## src/rtl/cpa_pkg.sv

```systemverilog
// ---------------------------------------------------------------------------
// cpa_pkg
// Shared constants and types for the CPA ciphertext return path.
//   FRAME_HDR            : first byte of every frame, lets the host resync.
//   DEFAULT_CLKS_PER_BIT : 50 MHz system clock / 115200 baud.
//   state_e              : bit-level phase of the UART serialiser.
//   frame_bytes()        : bytes per frame (header + index + ciphertext).
// ---------------------------------------------------------------------------
package cpa_pkg;

   localparam logic [7:0] FRAME_HDR            = 8'hA5;
   localparam int         DEFAULT_CLKS_PER_BIT = 434;

   typedef enum logic [1:0] {
      IDLE  = 2'd0,
      START = 2'd1,
      DATA  = 2'd2,
      STOP  = 2'd3
   } state_e;

   function automatic int frame_bytes(input int cypher_size);
      return 2 + cypher_size / 8;
   endfunction

endpackage

```

## src/rtl/uart_tx_byte.sv

```systemverilog
// ---------------------------------------------------------------------------
// uart_tx_byte
// 8N1 serialiser for a single byte, LSB first, line idles high.
// Ports:
//   clk, reset : system clock, synchronous active-high reset
//   start      : load data and begin a byte; honoured only while ready=1
//   data[7:0]  : byte to send, sampled when start is accepted
//   txd        : registered serial line
//   ready      : high while idle and on the final cycle of the stop bit, so
//                a start issued in that cycle chains bytes without a gap
// ---------------------------------------------------------------------------
module uart_tx_byte
   import cpa_pkg::*;
#(
   parameter int CLKS_PER_BIT = DEFAULT_CLKS_PER_BIT
) (
   input  logic       clk,
   input  logic       reset,
   input  logic       start,
   input  logic [7:0] data,
   output logic       txd,
   output logic       ready
);

   localparam int            TW     = (CLKS_PER_BIT > 1) ? $clog2(CLKS_PER_BIT) : 1;
   localparam logic [TW-1:0] T_LAST = TW'(CLKS_PER_BIT - 1);

   state_e        state_q, state_d;
   logic [TW-1:0] timer_q, timer_d;
   logic [2:0]    bit_q,   bit_d;
   logic [7:0]    shift_q, shift_d;
   logic          txd_q,   txd_d;
   logic          bit_end;

   assign bit_end = (timer_q == T_LAST);
   assign ready   = (state_q == IDLE) || ((state_q == STOP) && bit_end);
   assign txd     = txd_q;

   always_comb begin
      state_d = state_q;
      timer_d = bit_end ? '0 : timer_q + 1'b1;
      bit_d   = bit_q;
      shift_d = shift_q;
      txd_d   = txd_q;
      case (state_q)
         IDLE: begin
            timer_d = '0;
            txd_d   = 1'b1;
            if (start) begin
               state_d = START;
               shift_d = data;
               txd_d   = 1'b0;
            end
         end
         START: begin
            if (bit_end) begin
               state_d = DATA;
               bit_d   = 3'd0;
               txd_d   = shift_q[0];
            end
         end
         DATA: begin
            if (bit_end) begin
               if (bit_q == 3'd7) begin
                  state_d = STOP;
                  txd_d   = 1'b1;
               end else begin
                  // shift_q[0] is on the line now; the next bit is shift_q[1]
                  bit_d   = bit_q + 3'd1;
                  shift_d = shift_q >> 1;
                  txd_d   = shift_q[1];
               end
            end
         end
         STOP: begin
            if (bit_end) begin
               if (start) begin
                  state_d = START;
                  shift_d = data;
                  txd_d   = 1'b0;
               end else begin
                  state_d = IDLE;
                  txd_d   = 1'b1;
               end
            end
         end
         default: begin
            state_d = IDLE;
            txd_d   = 1'b1;
         end
      endcase
   end

   always_ff @(posedge clk) begin
      if (reset) begin
         state_q <= IDLE;
         timer_q <= '0;
         bit_q   <= 3'd0;
         shift_q <= 8'd0;
         txd_q   <= 1'b1;
      end else begin
         state_q <= state_d;
         timer_q <= timer_d;
         bit_q   <= bit_d;
         shift_q <= shift_d;
         txd_q   <= txd_d;
      end
   end

endmodule

```

## src/rtl/cpa_cipher_uart_tx.sv

```systemverilog
// ---------------------------------------------------------------------------
// cpa_cipher_uart_tx
// Latches each AES ciphertext with its trace index and sends both to the host
// as one UART burst: 0xA5, trace_idx, ciphertext bytes MSB first.
// Ports:
//   clk, reset   : system clock, synchronous active-high reset (aborts frame)
//   cipher_valid : one-cycle pulse qualifying cipher_text / trace_idx
//   cipher_text  : AES output block, CYPHER_SIZE bits
//   trace_idx    : index of the plaintext that produced the block
//   uart_txd     : 8N1 serial line, idle high
//   busy         : frame in progress
//   frames_sent  : completed frames, wraps 255 -> 0
//   overrun      : sticky, a block arrived while a frame was in progress
// ---------------------------------------------------------------------------
module cpa_cipher_uart_tx
   import cpa_pkg::*;
#(
   parameter int CYPHER_SIZE  = 128,
   parameter int CLKS_PER_BIT = DEFAULT_CLKS_PER_BIT
) (
   input  logic                   clk,
   input  logic                   reset,
   input  logic                   cipher_valid,
   input  logic [CYPHER_SIZE-1:0] cipher_text,
   input  logic [7:0]             trace_idx,
   output logic                   uart_txd,
   output logic                   busy,
   output logic [7:0]             frames_sent,
   output logic                   overrun
);

   localparam int             NBYTES = frame_bytes(CYPHER_SIZE);
   localparam int             BCW    = $clog2(NBYTES);
   localparam logic [BCW-1:0] BLAST  = BCW'(NBYTES - 1);

   logic                   busy_q,     busy_d;
   logic [BCW-1:0]         byte_cnt_q, byte_cnt_d;
   logic [7:0]             frames_q,   frames_d;
   logic                   overrun_q,  overrun_d;
   logic [CYPHER_SIZE-1:0] cipher_q,   cipher_d;
   logic [7:0]             trace_q,    trace_d;

   logic       accept, more, done;
   logic       tx_start, tx_ready;
   logic [7:0] tx_data;
   logic [7:0] frame_byte [2**BCW];

   // Frame image indexed by byte position; unused slots above NBYTES-1 are
   // zero so the power-of-two array can be indexed by byte_cnt_q directly.
   always_comb begin
      for (int k = 0; k < 2**BCW; k++) begin
         frame_byte[k] = 8'd0;
      end
      frame_byte[0] = FRAME_HDR;
      frame_byte[1] = trace_q;
      for (int k = 2; k < NBYTES; k++) begin
         frame_byte[k] = cipher_q[CYPHER_SIZE-1-8*(k-2) -: 8];
      end
   end

   // byte_cnt_q names the byte currently on the line; the next one is handed
   // over on the serialiser's last stop-bit cycle to keep bytes contiguous.
   assign accept   = cipher_valid && !busy_q;
   assign more     = busy_q && tx_ready && (byte_cnt_q != BLAST);
   assign done     = busy_q && tx_ready && (byte_cnt_q == BLAST);
   assign tx_start = accept || more;
   assign tx_data  = accept ? FRAME_HDR : frame_byte[byte_cnt_q + 1'b1];

   always_comb begin
      busy_d     = busy_q;
      byte_cnt_d = byte_cnt_q;
      frames_d   = frames_q;
      overrun_d  = overrun_q;
      cipher_d   = cipher_q;
      trace_d    = trace_q;
      if (accept) begin
         busy_d     = 1'b1;
         byte_cnt_d = '0;
         cipher_d   = cipher_text;
         trace_d    = trace_idx;
      end
      if (more) begin
         byte_cnt_d = byte_cnt_q + 1'b1;
      end
      if (done) begin
         busy_d   = 1'b0;
         frames_d = frames_q + 8'd1;
      end
      // includes the final stop-bit cycle: busy_q is still high there
      if (cipher_valid && busy_q) begin
         overrun_d = 1'b1;
      end
   end

   always_ff @(posedge clk) begin
      if (reset) begin
         busy_q     <= 1'b0;
         byte_cnt_q <= '0;
         frames_q   <= 8'd0;
         overrun_q  <= 1'b0;
      end else begin
         busy_q     <= busy_d;
         byte_cnt_q <= byte_cnt_d;
         frames_q   <= frames_d;
         overrun_q  <= overrun_d;
      end
   end

   // Payload holding registers carry no reset; they are only read while busy.
   always_ff @(posedge clk) begin
      cipher_q <= cipher_d;
      trace_q  <= trace_d;
   end

   uart_tx_byte #(
      .CLKS_PER_BIT (CLKS_PER_BIT)
   ) u_tx (
      .clk   (clk),
      .reset (reset),
      .start (tx_start),
      .data  (tx_data),
      .txd   (uart_txd),
      .ready (tx_ready)
   );

   assign busy        = busy_q;
   assign frames_sent = frames_q;
   assign overrun     = overrun_q;

endmodule

```

## config.mk

```make
export PLATFORM = sky130hd
export DESIGN_NAME = cpa_cipher_uart_tx
export DESIGN_NICKNAME = d
export VERILOG_FILES = /design/src/rtl/cpa_pkg.sv /design/src/rtl/uart_tx_byte.sv /design/src/rtl/cpa_cipher_uart_tx.sv
export SDC_FILE = /design/constraint.sdc
export NUM_CORES = 1
export LEC_CHECK = 0
export BUFFER_PORTS_ARGS = -buffer_cell sky130_fd_sc_hd__buf_2
export CORE_UTILIZATION = 50
export DETAILED_ROUTE_END_ITERATION = 10
export GPL_TIMING_DRIVEN = 0
export PLACE_DENSITY = 0.77
export SYNTH_ARGS = -nofsm -noshare
export SYNTH_HDL_FRONTEND = slang
export SYNTH_SLANG_ARGS = --single-unit
```

## constraint.sdc

```tcl
create_clock -name clk -period 4.34 [get_ports clk]
set_input_delay 0.868 -clock clk [delete_from_list [all_inputs] [get_ports clk]]
set_output_delay 0.868 -clock clk [all_outputs]
set_load 0.05 [all_outputs]
```

==> impl_metrics.ini <==
[yosys]
synth.cell_area_um2 = 7410
async_flop_share = 0
synth_edf_count = 136
avgSynthCellArea_um2 = 14.6
synth_top_flop_cell = edfxtp_1
ys_types = 62
synthCells = 506
yosys_register_bits = 174
synth_nets = 656
seq_area_frac_synth = 0.654
yosys_warnings = 0

[sta]
drv_slew = 0
rsz0062_at_grt = false
clock_skew_ns = 0.0138
max_freq_ghz = 0.368
fin_crit_ns = 2.71
hold_viol_final = 0
finalSetupViolations = 0
worst_pin_slew_ns = 0.889
relSlewSlack = 0.403
period_share = 0.625
finalSetupTns_ns = 0
final.setup.worst_slack_ns = 1.63

[route]
vias = 4798
wire_per_inst_um = 17.6
drt-total-wl_mm = 15.4
drtIter0Drc = 352
firstDrtPassIters = 4
drc_errors = 0
ant_nets = 0
viasPerCell = 5.49

[run_status]
status = complete, no violations

[place]
port-buffer-count = 149
dp_hpwl_mm = 11.3
pre_cts_slack_ns = 1.54
gp_congestion = 0.853

[final_layout]
syn2layout_area_growth_pct = 21.9
num_antenna_cells = 0
drive_gt1_frac = 0.355
fin_nets = 827

[global_routing]
grt_first_pass_wirelength_mm = 24.1
grt_use_total = 0.215
antenna_found_initial = 0
grt_max_degree = 44
grt_overflow = 0
grt_pass1_vias = 4893

[clock_tree]
root_buffer = clkbuf_16
path_clk_slew_ns = 0.07
htreeDepth = 4
post_cts_resized = 0
numClockSinks = 174
post-cts-setup-buffer-count = 0
cts_tree = yes
worstSkewPairLatency_ns = 0.43
clockBufferDepth = 2
ctsHoldBuffers = 0
cts_buffers = 17

[floorplanning]
start_util = 0.512
die_y_um = 124
io_pins = 150
die_w_um = 124
dieArea_um2 = 15300
rows = 44
coreArea_um2 = 14500

[critical_path]
cp.arrival_ns = 3.01
path_class = flop to flop
crit_path_start_kind = flop
worst_ep_required_time_ns = 4.63
cp-end-kind = flop
critPathMaxFanout = 10

[pwr]
peakVddDrop_mv = 0.315
power_density_nw_per_um2 = 486
p_total_mw = 4.39
p_leak_nw = 3.44

[flow_run]
maxCapViolCount = 0

[hold_path]
hold_path_class = flop to flop
-- worst max-delay path, stage by stage, from the launching register on --
cell and delay, ns:
dfxtp_1 0.42, inv_1 0.09, ha_1 0.31, buf_6 0.16
buf_2 0.26, buf_2 0.31, mux4_2 0.36, nand2_1 0.09
nand2_1 0.08, a221oi_1 0.35, a311oi_2 0.14
-- kinds of logic after synthesis --
logic type,Yosys count,share of synthesized area
AND/OR/NAND/NOR,142,0.0939
adder cells (fa/ha/maj),11,0.0186
XOR/XNOR,15,0.0177
buffers and inverters,38,0.0284
multiplexers,52,0.111
flip-flops,174,0.654
AO/OA/AOI/OAI,74,0.0762
-- synth_stat cells (7+ instances only) --
cell type | n | area, µm²
buf_2 | 8 | 40.0
nand2b_1 | 7 | 43.8
o21ai_0 | 9 | 45.0
a31oi_1 | 7 | 43.8
edfxtp_1 | 136 | 4080
nor2_1 | 38 | 143
nand2_1 | 49 | 184
mux4_2 | 23 | 518
a21oi_1 | 12 | 60.1
mux2_2 | 12 | 135
xnor2_1 | 11 | 96.3
inv_1 | 14 | 52.6
ha_1 | 11 | 138
mux2i_1 | 17 | 170
a211oi_1 | 10 | 75.1
nand3_1 | 11 | 55.1
dfxtp_1 | 38 | 761
-- metrics by stage --
step | instances | cell area (µm²) | hold slack (ns) | util
final | 874 | 9030 | 0.465 | 0.624
after global routing | 874 | 9030 | 0.520 | 0.624
after CTS | 874 | 9030 | 0.475 | 0.624
after detailed placement | 842 | 8450 | 0.460 | 0.583
after global placement | 839 | 8390 | 0.440 | 0.579
after floorplan | 506 | 7410 | 0.430 | -
-- where the power goes --
group | internal (mW) | switching [mW] | total [mW]
Sequential | 1.94 | 0.0581 | 2.00
Combinational | 0.399 | 0.491 | 0.889
Clock | 0.856 | 0.644 | 1.50
-- sequential cells by signal, summed over array words and instances (netlist names), 2 cells and up --
| signal | cells |
|---|---|
| u_tx.state_q | 2 |
| u_tx.shift_q | 8 |
| u_tx.timer_q | 9 |
| frames_sent | 8 |
| cipher_q | 128 |
| u_tx.bit_q | 3 |
| byte_cnt_q | 5 |
| trace_q | 8 |
-- worst paths after layout --
check        cells past startpoint  slack, ns       startpoint              end
min                              1       0.46  u_tx.timer_q[0]  u_tx.timer_q[0]
min reg2reg                      1       0.46  u_tx.timer_q[0]  u_tx.timer_q[0]
max reg2reg                     10       1.63    byte_cnt_q[1]  u_tx.shift_q[1]
max                             10       1.63    byte_cnt_q[1]  u_tx.shift_q[1]
-- layout by cell type, fill, tap and decap left out, types with 5 or more instances in the layout --
cell type and count:
buf_2 157, edfxtp_1 136, nand2_1 49, nor2_1 38
dfxtp_1 38, mux4_2 23, mux2i_1 17, clkbuf_16 17
inv_1 13, a21oi_1 12, mux2_2 12, nand3_1 11
xnor2_1 11, ha_1 11, a211oi_1 10, o21ai_0 9
nand2b_1 7, clkbuf_1 7, a31oi_1 7, buf_4 5
nor4b_1 5, a221oi_1 5, a22oi_1 5
-- per-layer routing --
| layer | wire length [µm] | global-route usage | vias up |
|---|---|---|---|
| met2 | 7770 | 0.359 | 176 |
| met5 | 0 | 0 | - |
| met3 | 964 | 0.0522 | 21 |
| met4 | 287 | 0.0926 | 0 |
| li1 | - | - | 2300 |
| met1 | 6390 | 0.266 | 2301 |
-- area by class of cell --
type,count,area [µm²]
inverter,14,56.3
timing repair buffer,152,806
multi-input combinational,294,2350
sequential,174,4840
clock inverter,14,155
clock buffer,18,429
tap,184,230
fill,1071,5450
buffer,24,158
(Power assumes the default switching activity.)
